==> config.mk <==
export PLATFORM = sky130hd
export DESIGN_NAME = array_sequencer
export DESIGN_NICKNAME = d
export VERILOG_FILES = /design/src/rtl/array_sequencer_pkg.sv /design/src/rtl/result_fifo2.sv /design/src/rtl/array_sequencer.sv
export SDC_FILE = /design/constraint.sdc
export NUM_CORES = 1
export LEC_CHECK = 0
export CAP_MARGIN = 20
export CORE_AREA = 2 2 303 305
export DETAILED_ROUTE_END_ITERATION = 8
export DIE_AREA = 0 0 305 307
export PLACE_DENSITY = 0.49
export SYNTH_ARGS = -nofsm -noshare
export SYNTH_HDL_FRONTEND = slang
export SYNTH_SLANG_ARGS = --single-unit
==> constraint.sdc <==
create_clock -name clk -period 24.8 [get_ports clk]
set_clock_uncertainty 0.15 [all_clocks]
set_input_delay 4.96 -clock clk [delete_from_list [all_inputs] [get_ports clk]]
set_output_delay 4.96 -clock clk [all_outputs]
set_load 0.05 [all_outputs]
==> src/rtl/array_sequencer_pkg.sv <==
// Shared types and sizing for the 8x8 array sequencer.
package array_sequencer_pkg;

  localparam int ARRAY_SIZE = 8;
  localparam int ROW_W      = 3;

  typedef enum logic [2:0] {
    IDLE,
    LOAD,
    COMPUTE,
    READ,
    DONE
  } seq_state_t;

endpackage

==> src/rtl/result_fifo2.sv <==
// Two-entry FIFO holding whole result rows between the array and the result port.
module result_fifo2 #(
  parameter int WIDTH = 32,
  parameter int LEN   = 8
) (
  input  logic                    clk,
  input  logic                    rst,
  input  logic                    push,
  input  logic                    pop,
  input  logic signed [WIDTH-1:0] din  [LEN],
  output logic signed [WIDTH-1:0] dout [LEN],
  output logic                    empty,
  output logic [1:0]              count
);

  logic signed [WIDTH-1:0] mem [2][LEN];
  logic                    wr_ptr;
  logic                    rd_ptr;
  logic                    do_push;
  logic                    do_pop;

  // A pop only counts when there is data; a push into a full FIFO is accepted only alongside a pop.
  assign do_pop  = pop && (count != 2'd0);
  assign do_push = push && ((count != 2'd2) || do_pop);
  assign empty   = (count == 2'd0);

  // Storage, pointers and occupancy; push+pop together leaves occupancy unchanged.
  always_ff @(posedge clk or posedge rst) begin
    if (rst) begin
      wr_ptr <= 1'b0;
      rd_ptr <= 1'b0;
      count  <= 2'd0;
      for (int i = 0; i < 2; i++) begin
        for (int j = 0; j < LEN; j++) begin
          mem[i][j] <= '0;
        end
      end
    end else begin
      if (do_push) begin
        for (int j = 0; j < LEN; j++) begin
          mem[wr_ptr][j] <= din[j];
        end
        wr_ptr <= ~wr_ptr;
      end
      if (do_pop) begin
        rd_ptr <= ~rd_ptr;
      end
      case ({do_push, do_pop})
        2'b10:   count <= count + 2'd1;
        2'b01:   count <= count - 2'd1;
        default: count <= count;
      endcase
    end
  end

  // Head of the FIFO is always visible.
  always_comb begin
    for (int j = 0; j < LEN; j++) begin
      dout[j] = mem[rd_ptr][j];
    end
  end

endmodule

==> src/rtl/array_sequencer.sv <==
// Sequences one 8x8 job: load A rows / B columns, run the array, read result rows out.
module array_sequencer
  import array_sequencer_pkg::*;
#(
  parameter int DATA_WIDTH     = 8,
  parameter int ACC_WIDTH      = 32,
  parameter int WRITE_START    = 8,
  parameter int COMPUTE_CYCLES = 16
) (
  input  logic                         clk,
  input  logic                         rst,
  input  logic                         start,
  output logic                         busy,
  output logic                         done,
  input  logic                         ld_valid,
  output logic                         ld_ready,
  input  logic signed [DATA_WIDTH-1:0] ld_a [ARRAY_SIZE],
  input  logic signed [DATA_WIDTH-1:0] ld_b [ARRAY_SIZE],
  output logic                         res_valid,
  input  logic                         res_ready,
  output logic signed [ACC_WIDTH-1:0]  res_c [ARRAY_SIZE],
  output logic                         arr_enable,
  output logic                         arr_input_write,
  output logic                         arr_output_write,
  output logic                         arr_output_read,
  output logic [ROW_W-1:0]             arr_row_ptr,
  output logic signed [DATA_WIDTH-1:0] arr_a_in [ARRAY_SIZE],
  output logic signed [DATA_WIDTH-1:0] arr_b_in [ARRAY_SIZE],
  input  logic                         arr_read_valid,
  input  logic signed [ACC_WIDTH-1:0]  arr_c_out [ARRAY_SIZE]
);

  localparam int                CNT_W    = $clog2(COMPUTE_CYCLES);
  localparam logic [CNT_W-1:0] LAST_CNT = CNT_W'(COMPUTE_CYCLES - 1);
  localparam logic [CNT_W-1:0] WR_FIRST = CNT_W'(WRITE_START);
  localparam logic [CNT_W-1:0] WR_LAST  = CNT_W'(WRITE_START + 7);

  seq_state_t                   state;
  seq_state_t                   state_next;
  logic [ROW_W-1:0]             load_idx;
  logic [CNT_W-1:0]             cycle_cnt;
  logic [3:0]                   reads_issued;
  logic [3:0]                   pops_done;
  logic [1:0]                   outstanding;
  logic [1:0]                   fifo_count;
  logic                         fifo_empty;
  logic signed [ACC_WIDTH-1:0]  fifo_head [ARRAY_SIZE];
  logic                         beat_accept;
  logic                         issue_read;
  logic                         fifo_push;
  logic                         fifo_pop;
  logic                         in_write_window;

  // Read credit depends only on registered occupancy, so res_ready never reaches arr_output_read.
  assign beat_accept     = (state == LOAD) && ld_valid;
  assign issue_read      = (state == READ) &&
                           (({1'b0, fifo_count} + {1'b0, outstanding}) < 3'd2) &&
                           (reads_issued < 4'd8);
  assign fifo_push       = arr_read_valid && (outstanding != 2'd0);
  assign fifo_pop        = !fifo_empty && res_ready;
  assign in_write_window = (state == COMPUTE) && (cycle_cnt >= WR_FIRST) && (cycle_cnt <= WR_LAST);

  result_fifo2 #(
    .WIDTH (ACC_WIDTH),
    .LEN   (ARRAY_SIZE)
  ) u_fifo (
    .clk   (clk),
    .rst   (rst),
    .push  (fifo_push),
    .pop   (fifo_pop),
    .din   (arr_c_out),
    .dout  (fifo_head),
    .empty (fifo_empty),
    .count (fifo_count)
  );

  // State register.
  always_ff @(posedge clk or posedge rst) begin
    if (rst) begin
      state <= IDLE;
    end else begin
      state <= state_next;
    end
  end

  // Next-state decode; start is only looked at in IDLE.
  always_comb begin
    state_next = state;
    case (state)
      IDLE:    if (start) state_next = LOAD;
      LOAD:    if (beat_accept && (load_idx == 3'd7)) state_next = COMPUTE;
      COMPUTE: if (cycle_cnt == LAST_CNT) state_next = READ;
      READ:    if (fifo_pop && (pops_done == 4'd7)) state_next = DONE;
      DONE:    state_next = IDLE;
      default: state_next = IDLE;
    endcase
  end

  // Beat index, compute cycle count, read/pop counts and in-flight reads; all cleared while idle.
  always_ff @(posedge clk or posedge rst) begin
    if (rst) begin
      load_idx     <= '0;
      cycle_cnt    <= '0;
      reads_issued <= '0;
      pops_done    <= '0;
      outstanding  <= '0;
    end else begin
      case (state)
        IDLE: begin
          load_idx     <= '0;
          cycle_cnt    <= '0;
          reads_issued <= '0;
          pops_done    <= '0;
          outstanding  <= '0;
        end
        LOAD: begin
          if (beat_accept) load_idx <= load_idx + 3'd1;
        end
        COMPUTE: begin
          cycle_cnt <= (cycle_cnt == LAST_CNT) ? '0 : cycle_cnt + 1'b1;
        end
        READ: begin
          reads_issued <= reads_issued + {3'd0, issue_read};
          pops_done    <= pops_done + {3'd0, fifo_pop};
          outstanding  <= outstanding + {1'b0, issue_read} - {1'b0, fifo_push};
        end
        default: begin
        end
      endcase
    end
  end

  // Control outputs and datapath pass-through; data buses are held at zero during reset.
  always_comb begin
    busy             = (state != IDLE);
    done             = (state == DONE);
    ld_ready         = (state == LOAD);
    arr_enable       = (state == LOAD) || (state == COMPUTE) || (state == READ);
    arr_input_write  = beat_accept;
    arr_output_write = in_write_window;
    arr_output_read  = issue_read;
    res_valid        = !fifo_empty;
    arr_row_ptr      = '0;
    case (state)
      LOAD:    arr_row_ptr = load_idx;
      COMPUTE: if (in_write_window) arr_row_ptr = ROW_W'(cycle_cnt - WR_FIRST);
      READ:    arr_row_ptr = reads_issued[ROW_W-1:0];
      default: arr_row_ptr = '0;
    endcase
    for (int j = 0; j < ARRAY_SIZE; j++) begin
      arr_a_in[j] = rst ? '0 : ld_a[j];
      arr_b_in[j] = rst ? '0 : ld_b[j];
      res_c[j]    = rst ? '0 : fifo_head[j];
    end
  end

endmodule

==> flow_metrics.tcl <==
set metrics [dict create \
    synth_area_leader_cell "dfrtp_1" \
    worst_slew_pin_slew_ns 1.16 \
    final_nets 3080 \
    cts_buffers 66 \
    htreeDepth 3 \
    postCtsResizedCells 0 \
    maxCapViolations 0 \
    wl_per_cell_um 23.1 \
    io_pins 785 \
    grt.total_usage_pct 18.8 \
    synth_top_area_share_pct 53.2 \
    synth_xor_area_share_pct 0.243 \
    routed_wl_mm 91.1 \
    synthTopCellsByArea "dfrtp_1 (53%), mux2_1 (21%), mux2i_1 (10%), nor2_1 (4.0%), nor2b_1 (3.2%)" \
    yosysMostFrequentCell "dfrtp_1" \
    synth_ff_type "dfrtp_1" \
    async_flop_share_pct 100 \
    row_count 111 \
    synth_top_family_by_area "multiplexers" \
    p_per_area_mw_per_mm2 84.5 \
    insertion_delay_ns 0.59 \
    crit_start "rst" \
    ctsHoldBuffers 0 \
    multi_input_area_mm2 0.0108 \
    grt_pass1_vias 19312 \
    power.share.sequential_pct 37.4 \
    hold_path.class "flip-flop to flip-flop" \
    crit-reg2reg-launch "u_fifo.count[0]$_DFFE_PP0P_" \
    routed-via-count 18056 \
    cts_tree "done" \
    synthMuxAreaShare_pct 33.1 \
    cp-end-kind "output pin" \
    period_share_pct 53.7 \
    antenna_found_initial 60 \
    p_int_mw 2.03 \
    clock-sinks 536 \
    synth-compound-area-share_pct 0.894 \
    hpwl_mm 66.7 \
    synthSimpleGateAreaFrac_pct 8.06 \
    syn_avg_cell_area_um2 13.0 \
    p_leak_nw 17.5 \
    core_area_mm2 0.0907 \
    status "finished clean" \
    gp_congestion 0.931 \
    pwr-share-clk_pct 32.6 \
    worst_ep_required_time_ns 19.69 \
    clockRootBuffer "clkbuf_16" \
    synth_edf_count 0 \
    synth-adder-area-share_pct 0.626 \
    power.switching_mw 1.03 \
    hold_viol 0 \
    syn-num-nets 2339 \
    pwr-share-comb_pct 30.0 \
    dr.pass1.iters 5 \
    critPathLaunchType "primary input" \
    seqCellArea_mm2 0.0134 \
    portBuffers 784 \
    utilization_pct 39.9 \
    irDropWorstVdd_v 0.0000568 \
    swShare_pct 33.6 \
    cts_setup_buffers 0 \
    path_class "primary input to output pin" \
    synth_area_mm2 0.0252 \
    drc_errors 0 \
    drive_above_1_share_pct 5.94 \
    fillers 8682 \
    fin_tns_setup_ns 0 \
    clock.fmax_mhz 75.1 \
    die_h_um 307 \
    period_needed_ns 13.32 \
    clkTransAtPathRegs_ns 0.05 \
    grt_first_pass_wirelength_mm 130 \
    hp-start "u_fifo.mem[326]$_DFFE_PP0P_" \
    grt_max_degree 184 \
    postRouteAntennaNets 0 \
    area_growth_pct 43.7 \
    slew-limit-headroom_pct 22.8 \
    dieArea_mm2 0.0936 \
    syn_inst 1937 \
    ys_types 41 \
    die_x_um 305 \
    synth-warning-count 0 \
    setup_violations 0 \
    arrival_ns 8.21 \
    slew_viol_final 0 \
    synth-seq-cells 536 \
    crit_path_max_fanout 124 \
    clk_path_buf_depth 3 \
    initial_core_util_pct 27.8 \
    vias_per_cell 4.57 \
    drt-initial-drc-count 781 \
    overflow 0 \
    yosysSeqAreaShare_pct 53.2 \
    rsz0062_at_grt "false" \
    yosys-top-cells-count "dfrtp_1 (536), mux2_1 (480), nor2_1 (266)" \
]
state kept, by name, indices dropped and copies added, names as in the netlist:
signal / count
pops_done: 4
u_fifo.rd_ptr: 1
outstanding: 2
reads_issued: 4
u_fifo.wr_ptr: 1
u_fifo.count: 2
load_idx: 3
u_fifo.mem: 512
state: 3
cycle_cnt: 4
power by group through the flow:
stage	combinational, mW	clock, mW	sequential, mW
3_5_place_dp	0.932	0	1.16
4_1_cts	0.935	1.03	1.14
3_3_place_gp	0.919	0	1.15
5_1_grt	0.976	1.08	1.17
2_1_floorplan	0.637	0	1.12
6_report	0.918	0.997	1.14
layer usage:
metal  wire length (µm)  vias to the layer above  global-route usage [%]
li1                   -                     8180                       -
met1              30700                     9097                    17.9
met2              50400                      580                    35.8
met3               6550                      179                    6.27
met4               3360                       20                    9.57
met5                133                        -                       0
per-stage QoR:
step / hold slack [ns] / std cells / worst slack, ns / total power [mW] / cell area, µm²
after detailed placement: 0.324 / 3794 / 11.37 / 2.09 / 33800
final: 0.332 / 3950 / 11.48 / 3.06 / 36200
after CTS: 0.336 / 3910 / 11.37 / 3.11 / 36000
after floorplan: 0.296 / 1937 / 4.19 / 1.75 / 25200
after global placement: 0.316 / 3794 / 11.54 / 2.07 / 33800
after global routing: 0.339 / 3946 / 11.17 / 3.22 / 36200
cells in the final DEF, fill, tap and decap left out, types with 2 or more instances in the layout:
cell             netlist  final
clkdlybuf4s50_1        0    783
dfrtp_1              536    535
mux2_1               480    480
nor2_1               266    266
mux2i_1              257    257
nor2b_1              128    128
clkbuf_16              0     67
diode_2                0     38
mux2_2                32     32
buf_4                  0     18
o21ai_0               17     17
clkbuf_1              50     17
inv_1                 14     13
clkbuf_8               0     13
ha_1                  11     11
nand2_1               10     10
nand3_1                9      9
clkinv_2               0      7
a22o_1                 6      6
bufinv_16              0      6
xnor2_1                4      4
and3_1                 3      3
a222oi_1               3      3
xor2_1                 3      3
inv_16                 0      3
and2_1                 2      2
or2_2                  2      2
and2_0                 2      2
o31ai_1                2      2
a21oi_1                2      2
nand4b_1               2      2
buf_16                 0      2
final timing paths:
kind,to,slack (ns),depth (start not counted)
max,arr_a_in[42],11.48,5
min,u_fifo.mem[326]$_DFFE_PP0P_,0.33,1
max reg2reg,u_fifo.mem[385]$_DFFE_PP0P_,20.72,7
min reg2reg,u_fifo.mem[326]$_DFFE_PP0P_,0.33,1
max in group asynchronous,u_fifo.mem[215]$_DFFE_PP0P_,16.71,6
min in group asynchronous,u_fifo.mem[511]$_DFFE_PP0P_,5.10,3
kinds of logic (layout without fill, tap and decap cells):
family / after synthesis / count (layout)
AOI/OAI and AO/OA: 34 / 34
xor gates and xnor gates: 7 / 7
adders and majority gates: 12 / 12
buffers and inverters: 147 / 936
DFF: 536 / 536
muxes: 769 / 769
other: 0 / 38
and+or+nand+nor: 432 / 432
area by class of cell:
| class | instances | area share, % |
|---|---|---|
| Antenna cell | 38 | 0.263 |
| Tap cell | 1186 | 4.10 |
| Timing Repair Buffer | 805 | 22.3 |
| Multi-Input combinational cell | 1254 | 29.9 |
| Inverter | 15 | 0.176 |
| Clock buffer | 97 | 5.30 |
| Sequential cell | 536 | 37.1 |
| Clock inverter | 19 | 0.913 |
critical path, stage by stage:
cell and delay, ns:
buf_8 0.53, buf_4 0.88, buf_4 0.82, nor2b_1 0.12
clkdlybuf4s50_1 0.74
(Power assumes the default switching activity.)
